<file path="src/rtl/request_frame_handler.sv">
// request_frame_handler
//   Assembles a 2-byte request frame from the UART receiver (byte0 = command,
//   byte1 = device address). It validates the frame, times out a stalled
//   frame, and holds the decoded request with a one-hot device selector until
//   the sensor-access block acknowledges it.
//
// Ports
//   clock            in   system clock, rising edge
//   reset_n          in   asynchronous active-low reset
//   rx_valid         in   1-cycle strobe, rx_data holds a new byte
//   rx_data          in   byte from the UART receiver
//   request_ack      in   downstream consumed the request (1-cycle pulse)
//   has_request      out  valid request pending
//   request          out  latched command code
//   device_address   out  latched device address
//   device_selected  out  address decoded and in range
//   device_selector  out  one-hot of device_address while has_request, else 0
//   frame_error      out  1-cycle pulse: invalid frame or timeout
//   rx_overrun       out  1-cycle pulse: byte dropped while a request is pending
//   debug_state      out  current FSM state encoding
//
// States
//   state      | meaning
//   IDLE       | waiting for the command byte
//   GET_DEVICE | command latched, waiting for the address byte (timed)
//   VALIDATE   | one cycle: range-check command and address
//   REQUEST    | request held until request_ack
//   ERROR      | one cycle: frame_error pulse, then IDLE

module request_frame_handler #(
    parameter int unsigned NUM_DEVICES    = 32,
    parameter logic [7:0]  CMD_MIN        = 8'h00,
    parameter logic [7:0]  CMD_MAX        = 8'hFF,
    parameter int unsigned TIMEOUT_CYCLES = 1000
) (
    input  logic                   clock,
    input  logic                   reset_n,
    input  logic                   rx_valid,
    input  logic [7:0]             rx_data,
    input  logic                   request_ack,
    output logic                   has_request,
    output logic [7:0]             request,
    output logic [7:0]             device_address,
    output logic                   device_selected,
    output logic [NUM_DEVICES-1:0] device_selector,
    output logic                   frame_error,
    output logic                   rx_overrun,
    output logic [2:0]             debug_state
);

    typedef enum logic [2:0] {
        IDLE       = 3'd0,
        GET_DEVICE = 3'd1,
        VALIDATE   = 3'd2,
        REQUEST    = 3'd3,
        ERROR      = 3'd4
    } state_t;

    // A zero-width timer is not legal, so a disabled timeout still keeps one bit.
    localparam int unsigned TW      = (TIMEOUT_CYCLES > 0) ? $clog2(TIMEOUT_CYCLES + 1) : 1;
    localparam int unsigned TC_LAST = (TIMEOUT_CYCLES > 0) ? TIMEOUT_CYCLES - 1 : 0;
    localparam logic [NUM_DEVICES-1:0] SEL_ONE = NUM_DEVICES'(1);

    state_t                 state_q, state_d;
    logic [7:0]             cmd_q, cmd_d;
    logic [7:0]             addr_q, addr_d;
    logic [TW-1:0]          timer_q, timer_d;
    logic                   has_request_q, has_request_d;
    logic                   device_selected_q, device_selected_d;
    logic [NUM_DEVICES-1:0] selector_q, selector_d;
    logic                   frame_error_q, frame_error_d;
    logic                   rx_overrun_q, rx_overrun_d;
    logic                   addr_ok;
    logic                   cmd_ok;

    // Signed int compares avoid constant-result warnings when CMD_MIN=0 or CMD_MAX=255.
    assign addr_ok = ({1'b0, addr_q} < 9'(NUM_DEVICES));
    assign cmd_ok  = (int'(cmd_q) >= int'(CMD_MIN)) && (int'(cmd_q) <= int'(CMD_MAX));

    always_comb begin
        state_d = state_q;
        cmd_d   = cmd_q;
        addr_d  = addr_q;
        timer_d = timer_q;

        unique case (state_q)
            IDLE: begin
                if (rx_valid) begin
                    cmd_d   = rx_data;
                    timer_d = '0;
                    state_d = GET_DEVICE;
                end
            end
            GET_DEVICE: begin
                if (rx_valid) begin
                    addr_d  = rx_data;
                    state_d = VALIDATE;
                end else if ((TIMEOUT_CYCLES > 0) && (timer_q == TW'(TC_LAST))) begin
                    state_d = ERROR;
                end else if (timer_q != {TW{1'b1}}) begin
                    timer_d = timer_q + TW'(1);
                end
            end
            VALIDATE: begin
                state_d = (addr_ok && cmd_ok) ? REQUEST : ERROR;
            end
            REQUEST: begin
                // A byte arriving with the ack is still dropped; the ack wins.
                if (request_ack) begin
                    state_d = IDLE;
                end
            end
            ERROR: begin
                state_d = IDLE;
            end
            default: begin
                state_d = IDLE;
            end
        endcase

        // Outputs are registered images of the next state so they line up with it.
        has_request_d     = (state_d == REQUEST);
        device_selected_d = (state_d == REQUEST);
        selector_d        = (state_d == REQUEST) ? (SEL_ONE << addr_d) : '0;
        frame_error_d     = (state_d == ERROR);
        rx_overrun_d      = (state_q == REQUEST) && rx_valid;
    end

    always_ff @(posedge clock or negedge reset_n) begin
        if (!reset_n) begin
            state_q           <= IDLE;
            cmd_q             <= '0;
            addr_q            <= '0;
            timer_q           <= '0;
            has_request_q     <= 1'b0;
            device_selected_q <= 1'b0;
            selector_q        <= '0;
            frame_error_q     <= 1'b0;
            rx_overrun_q      <= 1'b0;
        end else begin
            state_q           <= state_d;
            cmd_q             <= cmd_d;
            addr_q            <= addr_d;
            timer_q           <= timer_d;
            has_request_q     <= has_request_d;
            device_selected_q <= device_selected_d;
            selector_q        <= selector_d;
            frame_error_q     <= frame_error_d;
            rx_overrun_q      <= rx_overrun_d;
        end
    end

    assign has_request     = has_request_q;
    assign request         = cmd_q;
    assign device_address  = addr_q;
    assign device_selected = device_selected_q;
    assign device_selector = selector_q;
    assign frame_error     = frame_error_q;
    assign rx_overrun      = rx_overrun_q;
    assign debug_state     = state_q;

endmodule

</file>
<file path="config.mk">
export PLATFORM = sky130hd
export DESIGN_NAME = request_frame_handler
export DESIGN_NICKNAME = d
export VERILOG_FILES = /design/src/rtl/request_frame_handler.sv
export SDC_FILE = /design/constraint.sdc
export NUM_CORES = 1
export LEC_CHECK = 0
export BUFFER_PORTS_ARGS = -buffer_cell sky130_fd_sc_hd__buf_2
export CAP_MARGIN = 10
export CORE_ASPECT_RATIO = 0.7
export CORE_UTILIZATION = 28
export DETAILED_ROUTE_END_ITERATION = 16
export GPL_ROUTABILITY_DRIVEN = 0
export SLEW_MARGIN = 30
export SYNTH_ARGS = -nofsm -noshare
export SYNTH_HDL_FRONTEND = slang
export SYNTH_SLANG_ARGS = --single-unit
export TNS_END_PERCENT = 50
</file>
<file path="constraint.sdc">
create_clock -name clock -period 2.47 [get_ports clock]
set_clock_uncertainty 0.2 [all_clocks]
set_input_delay 0.494 -clock clock [delete_from_list [all_inputs] [get_ports clock]]
set_output_delay 0.494 -clock clock [all_outputs]
set_load 0.03 [all_outputs]
</file>
Word level (Yosys, flattened, before mapping)
Index checks and enable logic that the tools add are counted.
{ "op_classes": {"n_reduce_logical": 5, "mux": 14, "n_shift": 1, "eq_ne": 11, "n_addsub": 1, "order_cmp": 1} }
{ "op_table": {"columns": ["op", "n"], "rows": [
  ["10-bit 2-to-1 mux", 4],
  ["32-bit 2-to-1 mux", 1],
  ["1-bit by 8-bit left shift with 32-bit output (first input constant)", 1],
  ["10-bit case mux with 2 select lines", 1],
  ["8-bit 2-to-1 mux", 2],
  ["3-bit 2-to-1 mux", 5],
  ["3-bit case mux with 4 select lines", 1],
  ["10-bit by 1-bit adder with 10-bit output (second input constant)", 1],
  ["10-bit == test (second input constant)", 1],
  ["10-bit != test (second input constant)", 1],
  ["3-bit by 2-bit == test with 1-bit output (second input constant)", 3],
  ["8-bit by 6-bit < comparator with 1-bit output (second input constant)", 1],
  ["2-bit != test (second input constant)", 4],
  ["5-bit AND reduction", 1],
  ["3-bit by 1-bit == test with 1-bit output (second input constant)", 1],
  ["3-bit == test (second input constant)", 1],
  ["3-bit zero test", 1],
  ["2-bit AND reduction", 1],
  ["2-bit nonzero test", 1],
  ["1-bit logical AND", 1]
]} }
{ "totals": {"wordCells": 41, "register_bits": 64, "in_bits": 12, "output_inout_bits": 55} }

Depth between registers and ports, before layout
Gate-level depths: netlist (run 1).
{ "logic_depth": {"ltp_word": 6, "depth_mapped": 8} }

Worst setup path after synthesis (run 1)
OpenSTA, ideal clock, no wires.
{ "synth_timing": {"kind": "flip-flop to flip-flop", "start": "reg state_q[1], in the netlist debug_state[1]", "end": "reg selector_q[15], in the netlist device_selector[15]", "path_buffers": 2, "t_required_ps": 2143, "t_arrival_ps": 1915, "setup_slack_ps": 228, "stages_incl_launch_ff": 9, "period_less_slack_ps": 2242, "cell_sequence": "dfrtp_1 > buf_4 > nor4bb_4 > buf_2 > mux2i_1 > inv_1 > and2_1 > nand2_1 > nor2_1"} }
{ "synth_via": {"word_cells_on_any_way": 13} }
{ "synth_rtl": {"columns": ["element", "line_no", "source"], "rows": [
  ["from (decl)", "64", "state_t state_q, state_d;"],
  ["from (signal assigned)", "141", "state_q <= state_d;"],
  ["3-bit by 1-bit == test with 1-bit output", "86", "unique case (state_q)"],
  ["8-bit 2-to-1 mux", "86", null],
  ["via addr_d[3]", "66", "logic [7:0] addr_q, addr_d;"],
  ["1-bit by 8-bit left shift with 32-bit output", "124", "selector_d = (state_d == REQUEST) ? (SEL_ONE << addr_d) : '0;"],
  ["32-bit 2-to-1 mux", "124", null],
  ["via selector_d[15]", "70", "logic [NUM_DEVICES-1:0] selector_q, selector_d;"],
  ["to (signal assigned)", "147", "selector_q <= selector_d;"],
  ["to (decl)", "70", null]
]} }
The timed path passes the listed nets, and every way through them passes these cells.
A chain may end at the register's enable or synchronous reset.

Worst setup path in the final report (run 1)
{ "layout_timing": {"start": "reg state_q[1], in the netlist debug_state[1]", "end": "reg timer_q[3]"} }
{ "layout_via": {"elab_chain_len": 3, "word_cells_on_any_way": 9} }
{ "layout_rtl": {"columns": ["element", "line_no", "source"], "rows": [
  ["3-bit by 1-bit == test with 1-bit output or 3-bit zero test (tied branches)", "86", null],
  ["2-bit != test (no source line) or 2-bit nonzero test (tied branches)", null, null],
  ["5-bit AND reduction (no source line)", null, null],
  ["to (signal assigned)", "144", "timer_q <= timer_d;"],
  ["to (decl)", "67", "logic [TW-1:0] timer_q, timer_d;"]
]} }
Several ways; a longest one is shown, not always the timed one.

==> summary.md, run 1 <==
| Metric | Value |
|---|---|
| Worst endpoint required time | `2520 ps` |
| Peak supply drop | `399 uV` |
| X dimension of the die | `117 um` |
| Cell family contributing the most delay on the critical path | `simple AND/OR/NAND/NOR gates` |
| Category of the worst setup path capture point | `flop` |
| Initial DRT Pass Iterations | `5` |
| Non-filler instance count after layout | `445` |
| Net count, final | `333` |
| Avg Synthesized Cell Area | `10.8 um^2` |
| Number of failing hold endpoints at the final stage | `0` |
| Num rows | `28` |
| Path type of the worst setup path | `reg2reg` |
| Nature of the critical path startpoint | `flop` |
| Worst skew pair latency | `330 ps` |
| Fraction of final layout cells sized beyond drive strength 1 | `0.329` |
| CTS clock-pin slew for the worst setup and hold paths | `50 ps` |
| Number of setup violations in the final report | `0` |
| Number of I/O pins | `67` |
| Area of the placeable core | `8690 um^2` |
| Peak Freq | `450 MHz` |
| Number of buffers created by CTS | `9` |
| Warnings, synthesis | `0` |
| Number of flops mapped to enable cells by yosys | `0` |
| Share of power burned in combinational logic | `0.353` |
| Area added between synthesis and finish | `31.9%` |
| Top library cells by usage in the layout, fill and taps aside | `66 x sky130_fd_sc_hd__buf_2, 64 x sky130_fd_sc_hd__dfrtp_1, 45 x sky130_fd_sc_hd__nor2_1, 42 x sky130_fd_sc_hd__nand2_1, 10 x sky130_fd_sc_hd__buf_4` |
| Total negative slack | `0 ps` |
| Wirelength per Cell | `14.9 um` |
| Switching share of power | `0.379` |
| Maximum clock path buffer count | `2` |
| Slew at the pin with the worst max-slew slack | `510 ps` |
| Antenna violations before repair | `0` |
| Synth Flop Type | `sky130_fd_sc_hd__dfrtp_1` |
| Number of antenna-violating nets in the routed design | `0` |
| Share of flip-flops with an asynchronous set or reset after synthesis | `1.00` |
| Min Clock Period, post-route | `2220 ps` |
| Sequence of cells on the critical path | `or4b_1 -> o21ai_4 -> o21ai_2 -> buf_4 -> or3_1 -> a21oi_1` |
| Number of maximum-capacitance constraint violations | `0` |
| Power Total | `0.00402 W` |
| Status | `finished clean` |
| Synthesized net count | `252` |
| Total clock sinks | `64` |
| Ratio of final minimum period to clock period | `0.899` |
| Max stage delay cell, worst path | `sky130_fd_sc_hd__or4b_1` |
| Number of buffers and inverters on the critical path | `1` |
| Pin count of the biggest net entering global routing | `45` |
| Initial standard-cell utilization of the core | `0.296` |
| Count of distinct cell types in the synthesized netlist | `41` |
| Routed vias | `2015` |
| Input/output buffers | `66` |
| Crit-path max cell delay | `610 ps` |
| CTS tree | `yes` |
| Footprint of the multi-input gates | `900 um^2` |
| Global-route usage over all layers | `0.159` |
| R2R cell count | `6` |
| Vias in the first global route | `2073` |
| Setup repair after global routing missed its margin | `no` |
| Max transition margin | `0.659` |
| Data arrival time of the critical path | `2270 ps` |
| Cell Pwr Density | `1180 nW/um^2` |
| Buffer type at the clock tree root | `sky130_fd_sc_hd__clkbuf_16` |
| Flip-flop and latch area | `1600 um^2` |
| Area of the die | `9570 um^2` |
| WL final | `6.62 mm` |
| Placed Cells | `428` |
| Worst-path maximum fanout | `7` |
| Layout fillers | `909` |
| Gr ovfl total | `0` |
| Part of the Yosys area used for sequential elements | `0.623` |
| Number of storage elements in the synthesis netlist | `64` |
| Vert. Die Dim | `82.2 um` |
| Most common cell after layout, fill and taps aside | `sky130_fd_sc_hd__buf_2` |
| Leakage power total | `1.69 nW` |
| WHS Path Cells | `3` |
| Kind of path behind the tightest hold check | `in2reg` |
| Number of cells upsized or downsized after cts | `0` |
| Relative contribution of sequential cells to total power | `0.347` |
| Part of the power in the clock network | `0.300` |
| Number of antenna repair diodes | `0` |
| Switch Pwr | `0.00152 W` |
| HPWL Detailed | `4.76 mm` |
| Routed via count divided by cell count | `4.53` |
| Number of instances in the synthesized netlist | `239` |
| Worst-case hold slack | `173 ps` |
| Wire length of the first global-routing pass | `11.1 mm` |
| DR iter-0 viols | `130` |
| Number of pins with negative max-slew slack in the final report | `0` |
| Area of the mapped netlist | `2570 um^2` |
| Count of cell instances traversed by the critical path | `6` |
| Pint | `0.00249 W` |
| Count of unresolved DRC violations after routing | `0` |
| H-tree levels | `3` |
==> path summary, 6_finish.rpt <==
check / start / to / slack (ps)
setup / recovery: debug_state[1] / timer_q[3] / 250
setup reg to reg: debug_state[1] / timer_q[3] / 250
hold reg to reg: request[6] / request[6] / 270
hold / removal: rx_data[5] / request[5] / 170
min in group asynchronous: reset_n / request[5] / 480
max in group asynchronous: reset_n / device_address[1] / 980
==> registers in the layout (all words and copies together) (netlist names) <==
name / flops
debug_state: 3
device_address: 8
device_selected: 1
device_selector: 32
frame_error: 1
request: 8
rx_overrun: 1
timer_q: 10
==> Yosys cell counts, types with 2 or more instances <==
library cell               count  area [um^2]
sky130_fd_sc_hd__buf_2         3         15.0
sky130_fd_sc_hd__o31ai_1       3         22.5
sky130_fd_sc_hd__a21oi_1       9         45.0
sky130_fd_sc_hd__and2_1        3         18.8
sky130_fd_sc_hd__dfrtp_1      64         1600
sky130_fd_sc_hd__nand2_1      42          158
sky130_fd_sc_hd__nand3b_1      2         15.0
sky130_fd_sc_hd__nor2_1       45          169
sky130_fd_sc_hd__buf_4         3         22.5
sky130_fd_sc_hd__or4_1         3         22.5
sky130_fd_sc_hd__or2_2         3         18.8
sky130_fd_sc_hd__nand3_1       7         35.0
sky130_fd_sc_hd__or3b_2        2         17.5
sky130_fd_sc_hd__nor2b_1       2         12.5
sky130_fd_sc_hd__o21ai_0       7         35.0
sky130_fd_sc_hd__nor4b_1       2         17.5
sky130_fd_sc_hd__nor3_1        2         10.0
sky130_fd_sc_hd__mux2_2        7         78.8
sky130_fd_sc_hd__inv_1         6         22.5
sky130_fd_sc_hd__or3_1         3         18.8
==> area by class of cell <==
| cell class | instances | share of cell area |
|---|---|---|
| Timing Repair Buffer | 78 | 0.128 |
| Clock buffer | 12 | 0.0697 |
| Tap cell | 120 | 0.0443 |
| Inverter | 6 | 0.00664 |
| Multi-Input combinational cell | 161 | 0.265 |
| Sequential cell | 64 | 0.472 |
| Clock inverter | 4 | 0.0133 |
==> metal layers <==
layer | vias up | part of all wire | global-route usage
met2 | 60 | 0.41 | 0.224
met3 | 7 | 0.076 | 0.0591
met4 | 0 | 0.013 | 0.0705
met5 | - | 0 | 0
li1 | 961 | - | -
met1 | 987 | 0.50 | 0.218
==> worst register-to-register path: cells and delay by family, from the launching register on <==
family,cells,cell delay [ps]
AOI/OAI and AO/OA,3,400
and+or+nand+nor,2,930
DFF,1,420
buffers and inverters,1,190
==> cell families after synthesis <==
| logic type | count (synthesis) | share of synthesized area |
|---|---|---|
| xor gates and xnor gates | 2 | 0.00682 |
| muxes | 8 | 0.0346 |
| buffers and inverters | 14 | 0.0292 |
| AOI/OAI and AO/OA | 26 | 0.0657 |
| adders and majority gates | 1 | 0.00487 |
| DFF | 64 | 0.623 |
| and+or+nand+nor | 124 | 0.236 |
==> what timing repair did <==
| item | 4_1_cts | 5_1_grt |
|---|---|---|
| endpoints found under the hold margin | 20 | 0 |
| buffers inserted | 0 | 0 |
| hold buffers | 1 | 0 |
==> power by group through the flow <==
stage               registers (W)  clock network [W]  logic, W
detailed placement        0.00141                  0   0.00142
finish                    0.00139            0.00121   0.00142
global route              0.00142            0.00127   0.00156
CTS                       0.00140            0.00122   0.00143
floorplan                 0.00170                  0  0.000661
global placement          0.00141                  0   0.00140
==> metrics by stage <==
| step | utilization | worst slack (ps) | area (um^2) |
|---|---|---|---|
| 2_1_floorplan | - | 228 | 2570 |
| 3_3_place_gp | 0.357 | 125 | 3100 |
| 3_5_place_dp | 0.357 | 53.2 | 3100 |
| 4_1_cts | 0.390 | 223 | 3390 |
| 5_1_grt | 0.390 | 36.0 | 3390 |
| 6_report | 0.390 | 249 | 3390 |
Power figures use the tool's default switching activity.
==> run 2, diff against run 1 <==
==> constraint.sdc (replaced) <==
create_clock -name clock -period 2.47 [get_ports clock]
set_clock_uncertainty 0.2 [all_clocks]
set_input_delay 0.1235 -clock clock [delete_from_list [all_inputs] [get_ports clock]]
set_output_delay 0.1235 -clock clock [all_outputs]
set_load 0.03 [all_outputs]
==> summary.md, run 2 (synthesis results as in run 1) <==
| Metric | Value |
|---|---|
| Number of failing hold endpoints at the final stage | `0` |
| Switch Pwr | `0.00154 W` |
| Path type of the worst setup path | `in2reg` |
| Leakage power total | `1.73 nW` |
| Category of the worst setup path capture point | `flop` |
| Reg-to-reg setup timing slack | `230 ps` |
| Number of antenna-violating nets in the routed design | `0` |
| Vert. Die Dim | `82.2 um` |
| Ratio of final minimum period to clock period | `0.922` |
| Top library cells by usage in the layout, fill and taps aside | `66 x sky130_fd_sc_hd__buf_2, 64 x sky130_fd_sc_hd__dfrtp_1, 45 x sky130_fd_sc_hd__nor2_1, 42 x sky130_fd_sc_hd__nand2_1` |
| Pint | `0.00254 W` |
| CTS tree | `yes` |
| Peak Freq | `439 MHz` |
| Max transition margin | `0.595` |
| Endpoint of the worst-slack reg-to-reg timing path | `device_selector[16]` |
| Wirelength per Cell | `14.9 um` |
| Most common cell after layout, fill and taps aside | `sky130_fd_sc_hd__buf_2` |
| Total clock sinks | `64` |
| Non-filler instance count after layout | `453` |
| Wire length of the first global-routing pass | `11.1 mm` |
| Share of power burned in combinational logic | `0.345` |
| Worst-path maximum fanout | `8` |
| Part of the power in the clock network | `0.314` |
| Relative contribution of sequential cells to total power | `0.340` |
| R2R cell count | `6` |
| Buffer type at the clock tree root | `sky130_fd_sc_hd__clkbuf_16` |
| X dimension of the die | `117 um` |
| Footprint of the multi-input gates | `900 um^2` |
| Antenna violations before repair | `0` |
| HPWL Detailed | `4.91 mm` |
| Number of antenna repair diodes | `0` |
| Worst skew pair latency | `330 ps` |
| Area added between synthesis and finish | `35.7%` |
| Input/output buffers | `66` |
| Flip-flop count of the largest register, all copies and words added | `32` |
| Status | `finished clean` |
| Initial DRT Pass Iterations | `4` |
| Number of cells upsized or downsized after cts | `0` |
| Worst endpoint required time | `2520 ps` |
| Layout fillers | `892` |
| Number of setup violations in the final report | `0` |
| Count of unresolved DRC violations after routing | `0` |
| Total negative slack | `0 ps` |
| Nature of the critical path startpoint | `primary input` |
| Global-route usage over all layers | `0.160` |
| Peak supply drop | `399 uV` |
| Source of the worst register-to-register timing path | `debug_state[1]` |
| Number of pins with negative max-slew slack in the final report | `0` |
| Flip-flop and latch area | `1600 um^2` |
| Routed via count divided by cell count | `4.43` |
| Routed vias | `2006` |
| Data arrival time of the critical path | `2320 ps` |
| Setup repair after global routing missed its margin | `no` |
| Switching share of power | `0.377` |
| Maximum clock path buffer count | `2` |
| Design Area, Final | `3490 um^2` |
| Fraction of final layout cells sized beyond drive strength 1 | `0.327` |
| Initial standard-cell utilization of the core | `0.296` |
| Area of the placeable core | `8690 um^2` |
| Launch point of the worst hold path | `request_ack` |
| WHS Path Cells | `4` |
| Post-place instance area | `3080 um^2` |
| Placed Cells | `427` |
| Num rows | `28` |
| DR iter-0 viols | `139` |
| Slew at the pin with the worst max-slew slack | `608 ps` |
| Pin count of the biggest net entering global routing | `28` |
| Worst Hold Endpoint | `debug_state[0]` |
| Number of I/O pins | `67` |
| Kind of path behind the tightest hold check | `in2reg` |
| Number of buffers created by CTS | `9` |
| Number of maximum-capacitance constraint violations | `0` |
| H-tree levels | `3` |
| Net count, final | `341` |
| Gr ovfl total | `0` |
| WL final | `6.73 mm` |
| Vias in the first global route | `2038` |
| Area of the die | `9570 um^2` |
| CTS clock-pin slew for the worst setup and hold paths | `50 ps` |
| Min Clock Period, post-route | `2280 ps` |
| Cell Pwr Density | `1170 nW/um^2` |
## run 2: repair_timing
| action | CTS | global route |
|---|---|---|
| hold endpoints to repair | 42 | 0 |
| setup endpoints to repair | 0 | 0 |
| hold buffers | 10 | 0 |
| buffers inserted | 0 | 0 |
## run 2: power groups by stage
| stage | sequential, W | combinational [W] | clock [W] |
|---|---|---|---|
| finish | 0.00139 | 0.00141 | 0.00128 |
| global route | 0.00142 | 0.00154 | 0.00135 |
| CTS | 0.00139 | 0.00142 | 0.00130 |
| floorplan | 0.00170 | 0.000661 | 0 |
| global placement | 0.00140 | 0.00139 | 0 |
| detailed placement | 0.00141 | 0.00140 | 0 |
## run 2: layout make-up
class | count | area share
multi-input cells | 161 | 0.258
well taps | 120 | 0.0431
repair buffers | 86 | 0.145
inverters | 6 | 0.00646
flip-flops and latches | 64 | 0.459
clock inverters | 5 | 0.0158
clock buffers | 11 | 0.0725
## run 2: worst max-delay path, cell delays in order
cell                            delay, ps
sky130_fd_sc_hd__dlygate4sd3_1        520
sky130_fd_sc_hd__buf_2                160
sky130_fd_sc_hd__nor4bb_4             400
sky130_fd_sc_hd__buf_4                210
sky130_fd_sc_hd__mux2_2               380
sky130_fd_sc_hd__inv_1                 60
sky130_fd_sc_hd__nand3_1              240
sky130_fd_sc_hd__nor2_1               230
## run 2: worst max-delay path by stage
| stage | startpoint | endpoint | slack, ps | cells past startpoint |
|---|---|---|---|---|
| 5_1_grt | debug_state[0] | device_selector[23] | 50 | 6 |
| 2_1_floorplan | debug_state[1] | device_selector[15] | 230 | 8 |
| 6_report | rx_valid | device_selector[16] | 190 | 8 |
| 3_5_place_dp | debug_state[1] | device_selector[5] | 240 | 6 |
| 3_3_place_gp | debug_state[1] | device_selector[0] | 290 | 6 |
| 4_1_cts | rx_valid | device_selector[5] | 190 | 8 |
## run 2: layer usage
layer  vias up  global-route usage  share of wire
li1        978                   -              -
met1       951               0.229           0.49
met2        70               0.227           0.42
met3         7              0.0533          0.074
met4         0              0.0500          0.013
met5         -                   0              0
## run 2: through the flow
step | total power, W | setup slack, ps | hold slack [ps] | util
after floorplan | 0.00236 | 228 | -372 | -
after global placement | 0.00279 | 290 | -24.6 | 0.354
after detailed placement | 0.00281 | 238 | -28.0 | 0.354
after CTS | 0.00411 | 194 | 53.7 | 0.401
after global routing | 0.00432 | 53.7 | 117 | 0.401
final | 0.00408 | 193 | 54.2 | 0.401
